--- config.mk ---
export PLATFORM = sky130hd
export DESIGN_NAME = if_fetch_stage_flat
export DESIGN_NICKNAME = d
export VERILOG_FILES = /design/src/rtl/if_fetch_if.sv /design/src/rtl/if_fetch_stage.sv /design/src/flat_wrapper.sv
export SDC_FILE = /design/constraint.sdc
export NUM_CORES = 1
export LEC_CHECK = 0
export BUFFER_PORTS_ARGS = -buffer_cell sky130_fd_sc_hd__buf_2
export CAP_MARGIN = 20
export CORE_MARGIN = 2
export CORE_UTILIZATION = 30
export DETAILED_ROUTE_END_ITERATION = 10
export PLACE_DENSITY_LB_ADDON = 0.15
export SYNTH_ARGS = -nofsm -noshare
export SYNTH_HDL_FRONTEND = slang
export SYNTH_SLANG_ARGS = --single-unit
--- constraint.sdc ---
create_clock -name clk -period 2 [get_ports clk]
set_input_delay 0.1 -clock clk [delete_from_list [all_inputs] [get_ports clk]]
set_output_delay 0.1 -clock clk [all_outputs]
set_load 0.05 [all_outputs]
--- src/rtl/if_fetch_if.sv ---
// Fetch-stage bundle: pipeline control in, instruction-memory handshake, IF/ID outputs.
// Master is the fetch stage; slave is the pipeline/memory side.
interface if_fetch_if;
    logic        freeze;
    logic        branch_taken;
    logic [31:0] branch_addr;
    logic        imem_req;
    logic [31:0] imem_addr;
    logic        imem_ack;
    logic [31:0] imem_rdata;
    logic [31:0] PC_out;
    logic [31:0] Instruction;
    logic        if_valid;

    modport master (
        input  freeze, branch_taken, branch_addr, imem_ack, imem_rdata,
        output imem_req, imem_addr, PC_out, Instruction, if_valid
    );

    modport slave (
        output freeze, branch_taken, branch_addr, imem_ack, imem_rdata,
        input  imem_req, imem_addr, PC_out, Instruction, if_valid
    );
endinterface

--- src/rtl/if_fetch_stage.sv ---
// Instruction fetch: owns PC, one outstanding imem fetch, presents {PC+4, instr} to IF/ID.
// Latency: imem latency + 0 to outputs; freeze holds the presented instruction in a buffer.
module if_fetch_stage #(
    parameter logic [31:0] RESET_PC = 32'h0000_0000
) (
    input  logic          clk,
    input  logic          rst,
    if_fetch_if.master    fif
);

    typedef enum logic [1:0] {
        S_REQ  = 2'd0,
        S_WAIT = 2'd1,
        S_HOLD = 2'd2
    } state_t;

    state_t      state_q, state_d;
    logic [31:0] pc_q, pc_d;
    logic        drop_q, drop_d;
    logic [31:0] buf_q, buf_d;

    logic        req;
    logic        valid;
    logic [31:0] instr;
    logic [31:0] pc_out;
    logic [31:0] pc_plus4;
    logic [31:0] br_target;

    assign pc_plus4  = pc_q + 32'd4;
    assign br_target = fif.branch_addr & ~32'd3;

    always_ff @(posedge clk) begin
        if (!rst) begin
            state_q <= S_REQ;
            pc_q    <= RESET_PC;
            drop_q  <= 1'b0;
            buf_q   <= 32'h0;
        end else begin
            state_q <= state_d;
            pc_q    <= pc_d;
            drop_q  <= drop_d;
            buf_q   <= buf_d;
        end
    end

    always_comb begin
        state_d = state_q;
        pc_d    = pc_q;
        drop_d  = drop_q;
        buf_d   = buf_q;
        req     = 1'b0;
        valid   = 1'b0;
        instr   = 32'h0;
        pc_out  = pc_plus4;

        if (fif.branch_taken) begin
            // Redirect beats freeze and ack; anything in flight or buffered is stale.
            pc_d = br_target;
            case (state_q)
                S_REQ: begin
                    req     = 1'b1;
                    drop_d  = 1'b1;
                    state_d = S_WAIT;
                end
                S_WAIT: begin
                    if (fif.imem_ack) begin
                        drop_d  = 1'b0;
                        state_d = S_REQ;
                    end else begin
                        drop_d  = 1'b1;
                    end
                end
                S_HOLD: begin
                    buf_d   = 32'h0;
                    state_d = S_REQ;
                end
                default: state_d = S_REQ;
            endcase
        end else begin
            case (state_q)
                S_REQ: begin
                    req     = 1'b1;
                    state_d = S_WAIT;
                end
                S_WAIT: begin
                    if (fif.imem_ack) begin
                        if (drop_q) begin
                            drop_d  = 1'b0;
                            state_d = S_REQ;
                        end else begin
                            valid = 1'b1;
                            instr = fif.imem_rdata;
                            if (fif.freeze) begin
                                buf_d   = fif.imem_rdata;
                                state_d = S_HOLD;
                            end else begin
                                pc_d    = pc_plus4;
                                state_d = S_REQ;
                            end
                        end
                    end
                end
                S_HOLD: begin
                    valid = 1'b1;
                    instr = buf_q;
                    if (!fif.freeze) begin
                        pc_d    = pc_plus4;
                        state_d = S_REQ;
                    end
                end
                default: state_d = S_REQ;
            endcase
        end

        if (!rst) begin
            req    = 1'b0;
            valid  = 1'b0;
            instr  = 32'h0;
            pc_out = 32'h0;
        end
    end

    assign fif.imem_req    = req;
    assign fif.imem_addr   = pc_q;
    assign fif.if_valid    = valid;
    assign fif.Instruction = instr;
    assign fif.PC_out      = pc_out;

endmodule
--- src/flat_wrapper.sv ---
// flat-port wrapper written by rule: the top's interface ports become plain ports
module if_fetch_stage_flat 
#(
    parameter logic [31:0] RESET_PC = 32'h0000_0000
)
  (clk, rst, fif_freeze, fif_branch_taken, fif_branch_addr, fif_imem_ack, fif_imem_rdata, fif_imem_req, fif_imem_addr, fif_PC_out, fif_Instruction, fif_if_valid);
  if_fetch_if fif_i ();
  input  logic clk;
  input  logic rst;
  input wire logic [$bits(fif_i.freeze)-1:0] fif_freeze;
  input wire logic [$bits(fif_i.branch_taken)-1:0] fif_branch_taken;
  input wire logic [$bits(fif_i.branch_addr)-1:0] fif_branch_addr;
  input wire logic [$bits(fif_i.imem_ack)-1:0] fif_imem_ack;
  input wire logic [$bits(fif_i.imem_rdata)-1:0] fif_imem_rdata;
  output wire logic [$bits(fif_i.imem_req)-1:0] fif_imem_req;
  output wire logic [$bits(fif_i.imem_addr)-1:0] fif_imem_addr;
  output wire logic [$bits(fif_i.PC_out)-1:0] fif_PC_out;
  output wire logic [$bits(fif_i.Instruction)-1:0] fif_Instruction;
  output wire logic [$bits(fif_i.if_valid)-1:0] fif_if_valid;
  assign fif_i.freeze = fif_freeze;
  assign fif_i.branch_taken = fif_branch_taken;
  assign fif_i.branch_addr = fif_branch_addr;
  assign fif_i.imem_ack = fif_imem_ack;
  assign fif_i.imem_rdata = fif_imem_rdata;
  assign fif_imem_req = fif_i.imem_req;
  assign fif_imem_addr = fif_i.imem_addr;
  assign fif_PC_out = fif_i.PC_out;
  assign fif_Instruction = fif_i.Instruction;
  assign fif_if_valid = fif_i.if_valid;
  if_fetch_stage #(.RESET_PC(RESET_PC)) u_core (.clk(clk), .rst(rst), .fif(fif_i));
endmodule
==> key figures <==
Status
  – Status: finished, violations left
  – Failing checks: setup timing

Cells and area
  – Final Non-Filler Cells: ~1000
  – Area growth syn-to-layout: 91.9%
  – Layout cells sized above 1: a little under three fifths
  – Antenna Cells: 0
  – NumNets Final: a little under 900
  – Util after Layout: 59.5%

Synthesis
  – Share of the synthesized area in the top cell type: a little under a third
  – Yosys reg bits: between 60 and 70
  – Area leader, netlist: dfxtp_1
  – Syn Std Cell Area: 0.00415 mm^2
  – Area contributors post-synth: dfxtp_1, a21oi_1, nand3_1, a22oi_1, o21ai_0
  – Most frequently used cell type in the post-synthesis netlist: dfxtp_1
  – Post-Synth XOR/XNOR Area: under 10%
  – Synth Area in Simple Gates: 29.2%
  – Syn. warnings: 0
  – Avg Inst Size Synth: 7.23 um^2
  – Post-synthesis sequential area ratio: about a third
  – Syn Inst Count: between 500 and 600
  – Adder-cell share of the synthesized area: ~1.5%
  – Number of enable flip-flop cells after synthesis: 0
  – Netlist cell types: 47
  – Largest family of logic cells by synthesized area: simple AND/OR/NAND/NOR gates
  – Most used DFF post-synth: dfxtp_1
  – List of most frequent post-synthesis cells: dfxtp_1, a21oi_1, nor2_1
  – Complex-gate fraction of the synthesized area: a little over a quarter
  – Async set-reset flop share out of synthesis: 0%
  – Mux contribution to synthesized area: less than 1%

Critical path
  – Nature of the critical path endpoint: primary output
  – Startpoint types: flip-flop
  – Critical Path RT: around 1.9 ns
  – Delay of the slowest critical-path stage: around 0.61 ns
  – Critical-path cell list: nand4_1 -> buf_4 -> or4_4 -> o31ai_4 -> buf_6 -> a21oi_4 -> buf_6
  – Most frequent CP cell: buf_6
  – Worst path bufs/invs: 3
  – Crit Path Max Fanout: 7
  – Slowest CP cell: or4_4
  – Critical path arrival: about 2.3 ns
  – Worst path top cell family by delay: simple AND/OR/NAND/NOR gates
  – CP Class: flip-flop to primary output

Clocking
  – Longest Clk Path Bufs: 2
  – Worst-skew pair later-pin latency: approximately 0.33 ns
  – Root Driver: clkbuf_16
  – CTS buffer count: 9
  – CTS tree: yes
  – Clk sinks: 65
  – CTS clk-pin slew, worst paths: approximately 0.06 ns
  – Hold-fix buffers, CTS: 0
  – H-tree depth: 3

GRT
  – Largest net degree at the start of global routing: 37
  – Initial antenna violation count: 0
  – Grt ovf: 0
  – Vias in the first global route: approximately 5300
  – GRT Overall Usage: about 23%
  – First-pass GRT wire length: 26900 um

Timing
  – Fmax: between 400 and 500 MHz
  – Setup TNS: -4.19 ns
  – Clock skew: 0.00920 ns
  – RSZ-0062 raised after global routing: true
  – Final worst setup slack: -0.380 ns
  – Final setup fails: 23
  – Hold WS: slightly above 0.04 ns
  – Final worst-path cycle share: 119%
  – Min Clock Period, post-route: approximately 2.4 ns
  – Fin. max-slew vios: 0
  – Final hold violation count: 0

Drt
  – Routed met1 length: 7720 um
  – Per-cell routed wire length: approximately 18 um
  – Routed length on met3: around 1100 um
  – Routed Antenna Nets: 0
  – DR vias/cell: 5.61
  – DR vias: ~5600
  – Iteration-0 DRC count of the detailed router: just under 400
  – Post-Route WL: approximately 18000 um
  – First-pass iteration count of the detailed router: 4
  – Detailed-route DRC error count: 0
  – Detail Route met2 WL: between 8000 and 9000 um
  – Highest Signal Layer: met4

Pwr
  – Gate power share: 30.1%
  – Switch share: 34.6%
  – P per Cell Area: between 500 and 600 mW/mm^2
  – Net switching power: around 0.0015 W
  – Clk network pwr share: between 30% and 40%
  – Max IR drop VDD: a little under 0.0005 V
  – Internal Power: between 0.002 and 0.003 W
  – P_leak: around 3 nW
  – Flop pwr share: roughly 33%

Die
  – Starting Density: a little under a third
  – Row count: 42
  – Die Area: ~0.015 mm^2
  – Core footprint: roughly 0.013 mm^2
  – Die Height: between 100 and 150 um
  – I/O pin cnt: around 170
  – Die X: roughly 120 um

Min path
  – Hold Crit Class: input pin to flip-flop

Placement
  – HPWL Detailed: 11000 um
  – PortBufs: 160
  – Post-Place Cells: roughly 900
  – Pre-CTS WS: -0.0897 ns
  – Final GP Congestion: ~0.83

Flow run
  – Max-cap viol count: 0
-- cells in the final DEF (no fill, tap or decap), types with 4 or more instances in the layout --
| cell type | netlist | final |
|---|---|---|
| xor2_1 | 11 | 11 |
| nand2_1 | 45 | 41 |
| dfxtp_2 | 0 | 15 |
| o31ai_1 | 16 | 13 |
| a22oi_2 | 0 | 32 |
| dfxtp_4 | 0 | 11 |
| nor2_1 | 52 | 18 |
| a21oi_1 | 54 | 36 |
| buf_12 | 0 | 6 |
| or4_1 | 19 | 12 |
| or3_4 | 0 | 11 |
| nand4_1 | 19 | 19 |
| or3_1 | 20 | 9 |
| nor2_4 | 0 | 33 |
| a31oi_1 | 19 | 15 |
| ha_4 | 0 | 5 |
| conb_1 | 1 | 4 |
| o21ai_1 | 0 | 6 |
| buf_6 | 0 | 65 |
| or4_4 | 1 | 9 |
| a21oi_4 | 0 | 17 |
| nand3_1 | 51 | 47 |
| inv_1 | 8 | 5 |
| clkbuf_16 | 0 | 13 |
| buf_4 | 6 | 81 |
| buf_8 | 0 | 29 |
| xnor2_1 | 7 | 6 |
| dfxtp_1 | 65 | 39 |
| o21ai_0 | 42 | 35 |
| buf_2 | 8 | 104 |
-- tightest hold or removal path: cells and delay by family --
family	cells	cell delay [ns]
AND/OR/NAND/NOR	1	0.08
buffers and inverters	1	0.10
AO/OA/AOI/OAI	1	0.05
-- worst paths after layout --
check	start	end	slack, ns	depth (start not counted)
worst max register to register	u_core.fif.imem_addr[2]	u_core.fif.imem_addr[31]	-0.33	6
worst min-delay path	fif_branch_addr[2]	u_core.fif.imem_addr[2]	0.04	3
worst min register to register	u_core.buf_q[26]	u_core.buf_q[26]	0.47	2
worst max-delay path	u_core.fif.imem_addr[2]	fif_PC_out[31]	-0.38	7
-- per-layer routing --
metal / track usage (%) / vias to the layer above
met3: 5.10 / 36
li1: - / 2616
met5: 0 / -
met2: 38.8 / 208
met1: 27.9 / 2748
met4: 6.90 / 0
-- per-stage QoR --
| stage | power (W) | instance area [um^2] |
|---|---|---|
| floorplan | 0.00212 | 4590 |
| global placement | 0.00245 | 5880 |
| detailed placement | 0.00246 | 5880 |
| CTS | 0.00424 | 7160 |
| global route | 0.00452 | 7970 |
| finish | 0.00435 | 7970 |
-- cells by family after synthesis --
kind of cell | after synthesis
XOR/XNOR | 18
multiplexers | 3
AND/OR/NAND/NOR | 235
buffers and inverters | 68
other | 1
AO/OA/AOI/OAI | 179
adder cells (fa/ha/maj) | 5
flip-flops | 65
-- what timing repair did --
action | CTS | global route
gates resized for setup | 194 | 146
endpoints found under the setup margin | 60 | 86
pin swaps | 51 | 69
hold endpoints to repair | 0 | 0
buffers inserted | 27 | 27
cloned | 6 | 4
-- sequential cells by signal, indices dropped and copies added (netlist names) --
register / flops
u_core.state_q: 2
u_core.drop_q: 1
u_core.fif.imem_addr: 30
u_core.buf_q: 32
-- final cells by class --
cell class	count	area, um^2
clock inverter	6	67.6
clock buffer	10	239
tap	176	220
inverter	8	31.3
timing repair buffer	289	2520
sequential	65	1360
fill	1152	5430
multi-input combinational	445	3530
-- power groups by stage --
stage | combinational (W) | sequential, W | clock [W]
floorplan | 0.000524 | 0.00159 | 0
global placement | 0.00102 | 0.00143 | 0
detailed placement | 0.00103 | 0.00143 | 0
CTS | 0.00118 | 0.00141 | 0.00165
global route | 0.00138 | 0.00143 | 0.00172
finish | 0.00131 | 0.00142 | 0.00163
Note: power is estimated with default switching activity, not from simulation.
